`src/rtl/univ_shift_reg_pkg.sv`:
```
// ----------------------------------------------------------------------------
// usr_pkg: shared types for the universal shift register.
//   mode_t  : operation select carried on the MODE bus (HOLD/LOAD/SHL/SHR).
//   state_t : shift-counting FSM states (IDLE, ACTIVE, SPENT).
// ----------------------------------------------------------------------------
package usr_pkg;

    typedef enum logic [1:0] {
        MODE_HOLD = 2'b00,
        MODE_LOAD = 2'b01,
        MODE_SHL  = 2'b10,
        MODE_SHR  = 2'b11
    } mode_t;

    typedef enum logic [1:0] {
        S_IDLE   = 2'd0,
        S_ACTIVE = 2'd1,
        S_SPENT  = 2'd2
    } state_t;

endpackage : usr_pkg

```
`src/rtl/univ_shift_reg_if.sv`:
```
// ----------------------------------------------------------------------------
// univ_shift_reg_if: control/data bundle of the universal shift register.
//   en    : clock enable (low = all state holds)
//   mode  : operation select (mode_t)
//   rot   : rotate instead of shifting in sin
//   d     : parallel load word
//   sin   : serial input bit
//   q     : register contents
//   sout  : bit shifted out by the most recent shift
//   cnt   : shifts since last LOAD, saturating at WIDTH
//   done  : one-cycle pulse when the WIDTH-th shift completes
// Modports: master drives the controls, slave is the register itself.
// ----------------------------------------------------------------------------
interface univ_shift_reg_if
    import usr_pkg::*;
#(
    parameter int WIDTH = 8
);
    localparam int CW = $clog2(WIDTH + 1);

    logic             en;
    mode_t            mode;
    logic             rot;
    logic [WIDTH-1:0] d;
    logic             sin;
    logic [WIDTH-1:0] q;
    logic             sout;
    logic [CW-1:0]    cnt;
    logic             done;

    modport master (
        output en, mode, rot, d, sin,
        input  q, sout, cnt, done
    );

    modport slave (
        input  en, mode, rot, d, sin,
        output q, sout, cnt, done
    );

endinterface : univ_shift_reg_if

```
`src/rtl/univ_shift_reg_counter.sv`:
```
// ----------------------------------------------------------------------------
// usr_counter: saturating shift counter.
//   clk_i  : clock
//   rst_i  : synchronous reset, active-high
//   clr_i  : synchronous clear (has priority over increment)
//   inc_i  : increment request; ignored once the count reaches MAX
//   cnt_o  : current count
//   last_o : count is MAX-1, i.e. the next increment reaches terminal count
// ----------------------------------------------------------------------------
module usr_counter #(
    parameter int MAX = 8,
    parameter int CW  = $clog2(MAX + 1)
) (
    input  logic          clk_i,
    input  logic          rst_i,
    input  logic          clr_i,
    input  logic          inc_i,
    output logic [CW-1:0] cnt_o,
    output logic          last_o
);

    localparam logic [CW-1:0] MAX_C  = CW'(MAX);
    localparam logic [CW-1:0] LAST_C = CW'(MAX - 1);

    logic [CW-1:0] cnt_q, cnt_d;

    always_comb begin
        cnt_d = cnt_q;
        if (clr_i) begin
            cnt_d = '0;
        end else if (inc_i && (cnt_q != MAX_C)) begin
            cnt_d = cnt_q + 1'b1;
        end
    end

    // NOTE: sequential state is written only with non-blocking assignments so
    // every register samples the pre-edge values of its neighbours.
    always_ff @(posedge clk_i) begin
        if (rst_i) begin
            cnt_q <= '0;
        end else begin
            cnt_q <= cnt_d;
        end
    end

    assign cnt_o  = cnt_q;
    // Decoded from the count alone so the FSM can combine it with its own
    // increment decision without a combinational loop through this module.
    assign last_o = (cnt_q == LAST_C);

endmodule : usr_counter

```
`src/rtl/univ_shift_reg.sv`:
```
// ----------------------------------------------------------------------------
// univ_shift_reg: WIDTH-bit register with parallel load, left/right shift or
// rotate, and a shift counter that flags when a loaded word has fully left.
//   clk_i : clock, all state updates on the rising edge
//   rst_i : synchronous reset, active-high (beats EN and MODE)
//   bus   : univ_shift_reg_if.slave (en, mode, rot, d, sin -> q, sout, cnt, done)
// Every output is a flop; there is no input-to-output combinational path.
// ----------------------------------------------------------------------------
module univ_shift_reg
    import usr_pkg::*;
#(
    parameter  int WIDTH = 8,
    localparam int CW    = $clog2(WIDTH + 1)
) (
    input  logic              clk_i,
    input  logic              rst_i,
    univ_shift_reg_if.slave   bus
);

    logic [WIDTH-1:0] q_q, q_d;
    logic             sout_q, sout_d;
    logic             done_q, done_d;
    state_t           state_q, state_d;

    logic             cnt_clr, cnt_inc, cnt_last;
    logic [CW-1:0]    cnt;
    logic             fill_l, fill_r;
    logic             is_shift;

    usr_counter #(
        .MAX (WIDTH),
        .CW  (CW)
    ) u_counter (
        .clk_i  (clk_i),
        .rst_i  (rst_i),
        .clr_i  (cnt_clr),
        .inc_i  (cnt_inc),
        .cnt_o  (cnt),
        .last_o (cnt_last)
    );

    // Bit entering the vacated end: the bit falling off the other end when
    // rotating, otherwise the serial input.
    assign fill_l   = bus.rot ? q_q[WIDTH-1] : bus.sin;
    assign fill_r   = bus.rot ? q_q[0]       : bus.sin;
    assign is_shift = bus.en && ((bus.mode == MODE_SHL) || (bus.mode == MODE_SHR));

    // NOTE: every signal driven here gets a default first, so no path through
    // the block leaves a value unassigned and no latch is inferred.
    always_comb begin
        q_d     = q_q;
        sout_d  = sout_q;
        state_d = state_q;
        done_d  = 1'b0;          // DONE is a pulse: clears on any edge, EN or not
        cnt_clr = 1'b0;
        cnt_inc = 1'b0;

        if (bus.en) begin
            unique case (bus.mode)
                MODE_HOLD: ;
                MODE_LOAD: begin
                    q_d     = bus.d;
                    sout_d  = 1'b0;
                    cnt_clr = 1'b1;
                    state_d = S_ACTIVE;
                end
                MODE_SHL: begin
                    q_d    = {q_q[WIDTH-2:0], fill_l};
                    sout_d = q_q[WIDTH-1];
                end
                MODE_SHR: begin
                    q_d    = {fill_r, q_q[WIDTH-1:1]};
                    sout_d = q_q[0];
                end
            endcase
        end

        // Only shifts taken while ACTIVE count; IDLE and SPENT just move data.
        if (is_shift && (state_q == S_ACTIVE)) begin
            cnt_inc = 1'b1;
            if (cnt_last) begin
                state_d = S_SPENT;
                done_d  = 1'b1;
            end
        end
    end

    always_ff @(posedge clk_i) begin
        if (rst_i) begin
            q_q     <= '0;
            sout_q  <= 1'b0;
            done_q  <= 1'b0;
            state_q <= S_IDLE;
        end else begin
            q_q     <= q_d;
            sout_q  <= sout_d;
            done_q  <= done_d;
            state_q <= state_d;
        end
    end

    assign bus.q    = q_q;
    assign bus.sout = sout_q;
    assign bus.cnt  = cnt;
    assign bus.done = done_q;

endmodule : univ_shift_reg

```
`src/flat_wrapper.sv`:
```
// flat-port wrapper written by rule: the top's interface ports become plain ports
module univ_shift_reg_flat import usr_pkg::*;
#(
    parameter  int WIDTH = 8,
    localparam int CW    = $clog2(WIDTH + 1)
)
  (clk_i, rst_i, bus_en, bus_mode, bus_rot, bus_d, bus_sin, bus_q, bus_sout, bus_cnt, bus_done);
  univ_shift_reg_if #(.WIDTH(WIDTH)) bus_i ();
  input  logic clk_i;
  input  logic rst_i;
  input wire logic [$bits(bus_i.en)-1:0] bus_en;
  input wire logic [$bits(bus_i.mode)-1:0] bus_mode;
  input wire logic [$bits(bus_i.rot)-1:0] bus_rot;
  input wire logic [$bits(bus_i.d)-1:0] bus_d;
  input wire logic [$bits(bus_i.sin)-1:0] bus_sin;
  output wire logic [$bits(bus_i.q)-1:0] bus_q;
  output wire logic [$bits(bus_i.sout)-1:0] bus_sout;
  output wire logic [$bits(bus_i.cnt)-1:0] bus_cnt;
  output wire logic [$bits(bus_i.done)-1:0] bus_done;
  assign bus_i.en = bus_en;
  assign bus_i.mode = bus_mode;
  assign bus_i.rot = bus_rot;
  assign bus_i.d = bus_d;
  assign bus_i.sin = bus_sin;
  assign bus_q = bus_i.q;
  assign bus_sout = bus_i.sout;
  assign bus_cnt = bus_i.cnt;
  assign bus_done = bus_i.done;
  univ_shift_reg #(.WIDTH(WIDTH)) u_core (.clk_i(clk_i), .rst_i(rst_i), .bus(bus_i));
endmodule
```
`config.mk`:
```
export PLATFORM = sky130hd
export DESIGN_NAME = univ_shift_reg_flat
export DESIGN_NICKNAME = d
export VERILOG_FILES = /design/src/rtl/univ_shift_reg_pkg.sv /design/src/rtl/univ_shift_reg_if.sv /design/src/rtl/univ_shift_reg_counter.sv /design/src/rtl/univ_shift_reg.sv /design/src/flat_wrapper.sv
export SDC_FILE = /design/constraint.sdc
export NUM_CORES = 1
export LEC_CHECK = 0
export ABC_AREA = 1
export CORE_UTILIZATION = 40
export CTS_BUF_LIST = sky130_fd_sc_hd__clkbuf_16
export CTS_CLUSTER_SIZE = 40
export DETAILED_ROUTE_END_ITERATION = 10
export GPL_TIMING_DRIVEN = 0
export MAX_ROUTING_LAYER = met4
export PLACE_DENSITY = 0.81
export SLEW_MARGIN = 10
export SYNTH_ARGS = -nofsm -noshare
export SYNTH_HDL_FRONTEND = slang
export SYNTH_HIERARCHICAL = 1
export SYNTH_SLANG_ARGS = --single-unit
```
`constraint.sdc`:
```
create_clock -name clk_i -period 0.95 [get_ports clk_i]
set_input_delay 0.19 -clock clk_i [delete_from_list [all_inputs] [get_ports clk_i]]
set_output_delay 0.19 -clock clk_i [all_outputs]
set_load 0.02 [all_outputs]
```
; ---- Word level (Yosys, flattened, before mapping)
; Cells that the tools add are included.
; Widths: inputs -> output; s select.
[totals]
input_bits = 15
out_inout_bits = 14
word_cells = 33
reg_bits = 16
[op_classes]
add_sub_neg = 1
bitwise_logic = 1
n_reduce_logical = 8
muxes = 12
n_eq_ne = 6
[op_table]
columns = operator, n
row1 = $pmux 8 s3, 1
row2 = $mux 2, 4
row3 = $mux 1, 6
row4 = $add 4x1->4 const B, 1
row5 = $eq 2x1->1 const B, 2
row6 = $eq 2x2->1 const B, 2
row7 = $eq 4x3->1 const B, 1
row8 = $ne 4x4->1 const B, 1
row9 = $reduce_or 2->1, 2
row10 = $logic_and 1x1->1, 3
row11 = $pmux 1 s3, 1
row12 = $reduce_bool 3->1, 1
row13 = $reduce_and 2->1, 1
row14 = $logic_or 1x1->1, 1
row15 = $not 1->1, 1

; ---- Logic depth before layout (Yosys ltp)
[logic_depth]
ltp_word = 6
depth_mapped = 8
ltp_nobuf = 7

; ---- Modules after synthesis
; The synthesis kept the hierarchy.
[modules_own_cells]
columns = mod, area_per_inst_um2, n_inst, seq_area_each_um2, cells_per_inst
row1 = univ_shift_reg, 673.1, 1, 240.2, 108
row2 = usr_counter, 245.2, 1, 80.1, 37

; ---- Least setup slack after synthesis
; No wires, ideal clock.
[synth_timing]
path_kind = register -> register
startpoint = register u_core.u_counter.cnt_q[0], in the netlist u_core/u_counter/cnt_o[0]
endpoint = register u_core.u_counter.cnt_q[1], in the netlist u_core/u_counter/cnt_o[1]
stages_incl_launch_ff = 7
setup_time_ns = 0.116
setup_slack_ns = -0.298
arrival_ns = 1.132
period_less_slack_ns = 1.248
cell_sequence = dfxtp_1 -> inv_1 -> ha_1 -> nand3_2 -> nand2_2 -> o21ai_0 -> nor2_1
[synth_via]
elab_chain_len = 2
word_cells_on_any_way = 3
[synth_lines]
columns = element, line
row1 = "start, declared", univ_shift_reg_counter.sv:25  ; logic [CW-1:0] cnt_q, cnt_d;
row2 = "start signal, assigned", univ_shift_reg_counter.sv:42  ; cnt_q <= cnt_d;
row3 = branches (longest 2 deep; another with $add 4x1->4), n/a
; Several ways; the timed one is not identified.
; A chain may end at the register's enable or synchronous reset.

; ---- Worst setup path after layout
[layout_timing]
startpoint = register u_core.state_q[1]
endpoint = register u_core.u_counter.cnt_q[0], in the netlist u_core/u_counter/cnt_o[0]
[layout_via]
elab_chain_len = 4
[layout_lines]
columns = element, line
row1 = "start, declared", univ_shift_reg.sv:23  ; state_t state_q, state_d;
row2 = "start signal, assigned", univ_shift_reg.sv:98  ; state_q <= state_d;
row3 = $eq 2x1->1, univ_shift_reg.sv:79  ; if (is_shift && (state_q == S_ACTIVE)) begin
row4 = $logic_and 1x1->1, univ_shift_reg.sv:79
row5 = $mux 1, univ_shift_reg.sv:79
row6 = named net u_core.cnt_inc, univ_shift_reg.sv:25  ; logic cnt_clr, cnt_inc, cnt_last;
row7 = $logic_and 1x1->1, univ_shift_reg_counter.sv:31  ; end else if (inc_i && (cnt_q != MAX_C)) begin
; The timed path passes the listed nets, and every way through them passes these cells.

==> reports/qor.csv <==
stage,metric,value,unit
layout,multi-input logic area,573.1,um2
routing,DRT iter0 DRCs,24,
pwr,PwrDens,1392,nW/um2
timing,Worst Max-Slew Pin Slew,0.2971,ns
routing,WL final,2376,um
pwr,leak pwr,0.6590,nW
synthesis,synth top area cells,"dfxtp_1 35%, nand2_1 20%, nor2_1 10%",
clock_tree,clock buffer depth,2,
layout,cell area after layout,1398,um2
layout,ant diodes,0,
timing,setup ws final,-0.1263,ns
clock_tree,H-tree depth,1,
layout,FF+latch area,351.6,um2
synthesis,Yosys reg bits,16,
floorplan,Initial Utilization,44.54,%
layout,post-route insts no fill,206,
floorplan,chip width,49.92,um
synthesis,Syn Area/Cell,6.334,um2
layout,"most common cell after layout, fill and taps aside",nand2_1,
layout,fillcell total,179,
timing,Tmin final,1.076,ns
global_routing,number of global-route vias before repair,915,
critical_path,Crit Path Max Fanout,5,
routing,drt wl/cell,11.53,um
placement,pre-CTS WS,-0.5452,ns
floorplan,die area,2492,um2
pwr,VDD IR-drop max,672.8,uV
routing,vias per cell,4.883,
synthesis,Post-Syn Instances,145,
floorplan,Placeable Area,2062,um2
critical_path,CP Data Required Time,1.08,ns
global_routing,first-pass GRT wire length,3857,um
layout,synth-to-layout area growth,52.18,%
timing,Slew Limit Headroom,80.13,%
synthesis,area share of the largest cell type after synthesis,34.88,%
routing,DRC errors left,0,
critical_path,startpoint types,flip-flop,
routing,Final ANT Viol Nets,0,
placement,port bufs,27,
synthesis,Mapped Area,918.4,um2
critical_path,Critical Setup Path Class,flip-flop to flip-flop,
timing,Final Cycle Share,113.3,%
outcome,violated checks,setup timing,
timing,Clock Skews,0.003213,ns
layout,nets,197,
floorplan,num ports,29,
placement,DP HPWL,1647,um
global_routing,gr usage total,20.52,%
timing,RSZ-0062 raised after global routing,yes,
clock_tree,Root Driver,clkbuf_16,
global_routing,largest net degree at the start of global routing,11,
synthesis,Synth Warn #,6,
clock_tree,TritonCTS buffer count,3,
critical_path,Worst Path Arrival,1.21,ns
timing,WHS,0.2998,ns
timing,"Slew Viols, Final",0,
routing,DR pass1 iterations,4,
synthesis,Synthesized Nets,162,
clock_tree,Sink Count,16,
timing,f_max,929.1,MHz
flow_run,Max Cap Viol,0,
global_routing,gr ovfl total,0,
hold_path,Hold WC Path Type,input pin to flip-flop,
clock_tree,Worst-Skew Late Latency,0.24,ns
timing,setup TNS,-0.5206,ns
timing,final hold vios,0,
synthesis,largest area contributor in the netlist,dfxtp_1,
floorplan,die span in y,49.92,um
floorplan,# rows,16,
layout,most frequent cells in the layout,"49 x nand2_1, 24 x nor2_1, 12 x inv_1",
clock_tree,Clock Pin Slew Worst Setup and Hold Paths,0.05,ns
outcome,status,"finished, violations left",
placement,Placer Congestion,0.8011,
synthesis,"Distinct cells, synth",20,
timing,setup violators final,9,
placement,DP Cell Count,199,
critical_path,nature of the critical path endpoint,flip-flop,
global_routing,antenna violations before repair,0,
placement,Post-DP Area,1264,um2
clock_tree,CTS tree,done,
routing,via count,1006,
pwr,Total Power,1.945,mW
layout,Finished Core Util,67.78,%
synthesis,sequential element share of the synthesized area,34.88,%
layout,layout cell share with drive strength beyond 1,31.28,%
## Yosys cell counts (all sizes together)
cell type and n:
nand2 53, nor2 26, inv 18, dfxtp 16, o21ai 14, nand3 7, a21oi 3, buf 2
ha 2, nor3 2, a21boi 1, nand4 1
## metal layers
layer  global-route usage, %  up-vias  wire length, um
met1                   25.52      447             1074
met2                   33.78       35             1142
met4                   7.143        0               29
met5                       -        -                0
met3                   2.778        4              129
li1                        -      520                -
## final cells by class
class / instances / share of cell area, %
tap: 27 / 2.417
multi-input combinational: 110 / 41.00
sequential: 16 / 25.16
clock buffer: 3 / 5.372
buffer: 2 / 1.880
inverter: 18 / 5.013
clock inverter: 1 / 0.2686
timing repair buffer: 29 / 18.89
## registers in the layout (all words and copies together) (netlist names)
signal / count
u_core/u_counter/cnt_o: 4
u_core/bus.q: 8
u_core/bus.sout: 1
u_core/state_q: 2
u_core/bus.done: 1
## kinds of logic (layout without fill, tap and decap cells)
kind of cell / count (synthesis) / in the layout / share of synthesized area (%)
fa+ha+maj: 2 / 2 / 2.724
compound gates: 18 / 18 / 10.08
simple gates: 89 / 90 / 42.10
flops: 16 / 16 / 34.88
buf+inv: 20 / 53 / 10.22
## repair_timing
| action | 4_1_cts | 5_1_grt |
|---|---|---|
| setup endpoints to repair | 30 | 24 |
| buffers inserted | 1 | 1 |
| gates cloned | 1 | 0 |
| hold buffers | 0 | 0 |
| pin swaps | 6 | 1 |
| gates resized for setup | 94 | 10 |
## worst paths after layout
check / start / endpoint / slack [ns] / cells after the start
setup / recovery: u_core/state_q[1]$_SDFF_PP0_ / u_core/u_counter/cnt_o[0]$_SDFFE_PP0P_ / -0.13 / 4
hold / removal: bus_mode[1] / u_core/state_q[0]$_SDFF_PP0_ / 0.30 / 4
setup reg to reg: u_core/state_q[1]$_SDFF_PP0_ / u_core/u_counter/cnt_o[0]$_SDFFE_PP0P_ / -0.13 / 4
hold reg to reg: u_core/state_q[0]$_SDFF_PP0_ / u_core/state_q[0]$_SDFF_PP0_ / 0.49 / 2
## power by group
group          internal (mW)  switching (mW)
logic                  0.179           0.208
clock network          0.558           0.254
registers              0.705          0.0410
## critical path, stage by stage (launching register included)
cell and delay [ns]:
dfxtp_2 0.33, nor3_4 0.31, nand2_4 0.13, o21ai_2 0.15, nor2_1 0.05
No activity file was read; power rests on OpenSTA's default activity.
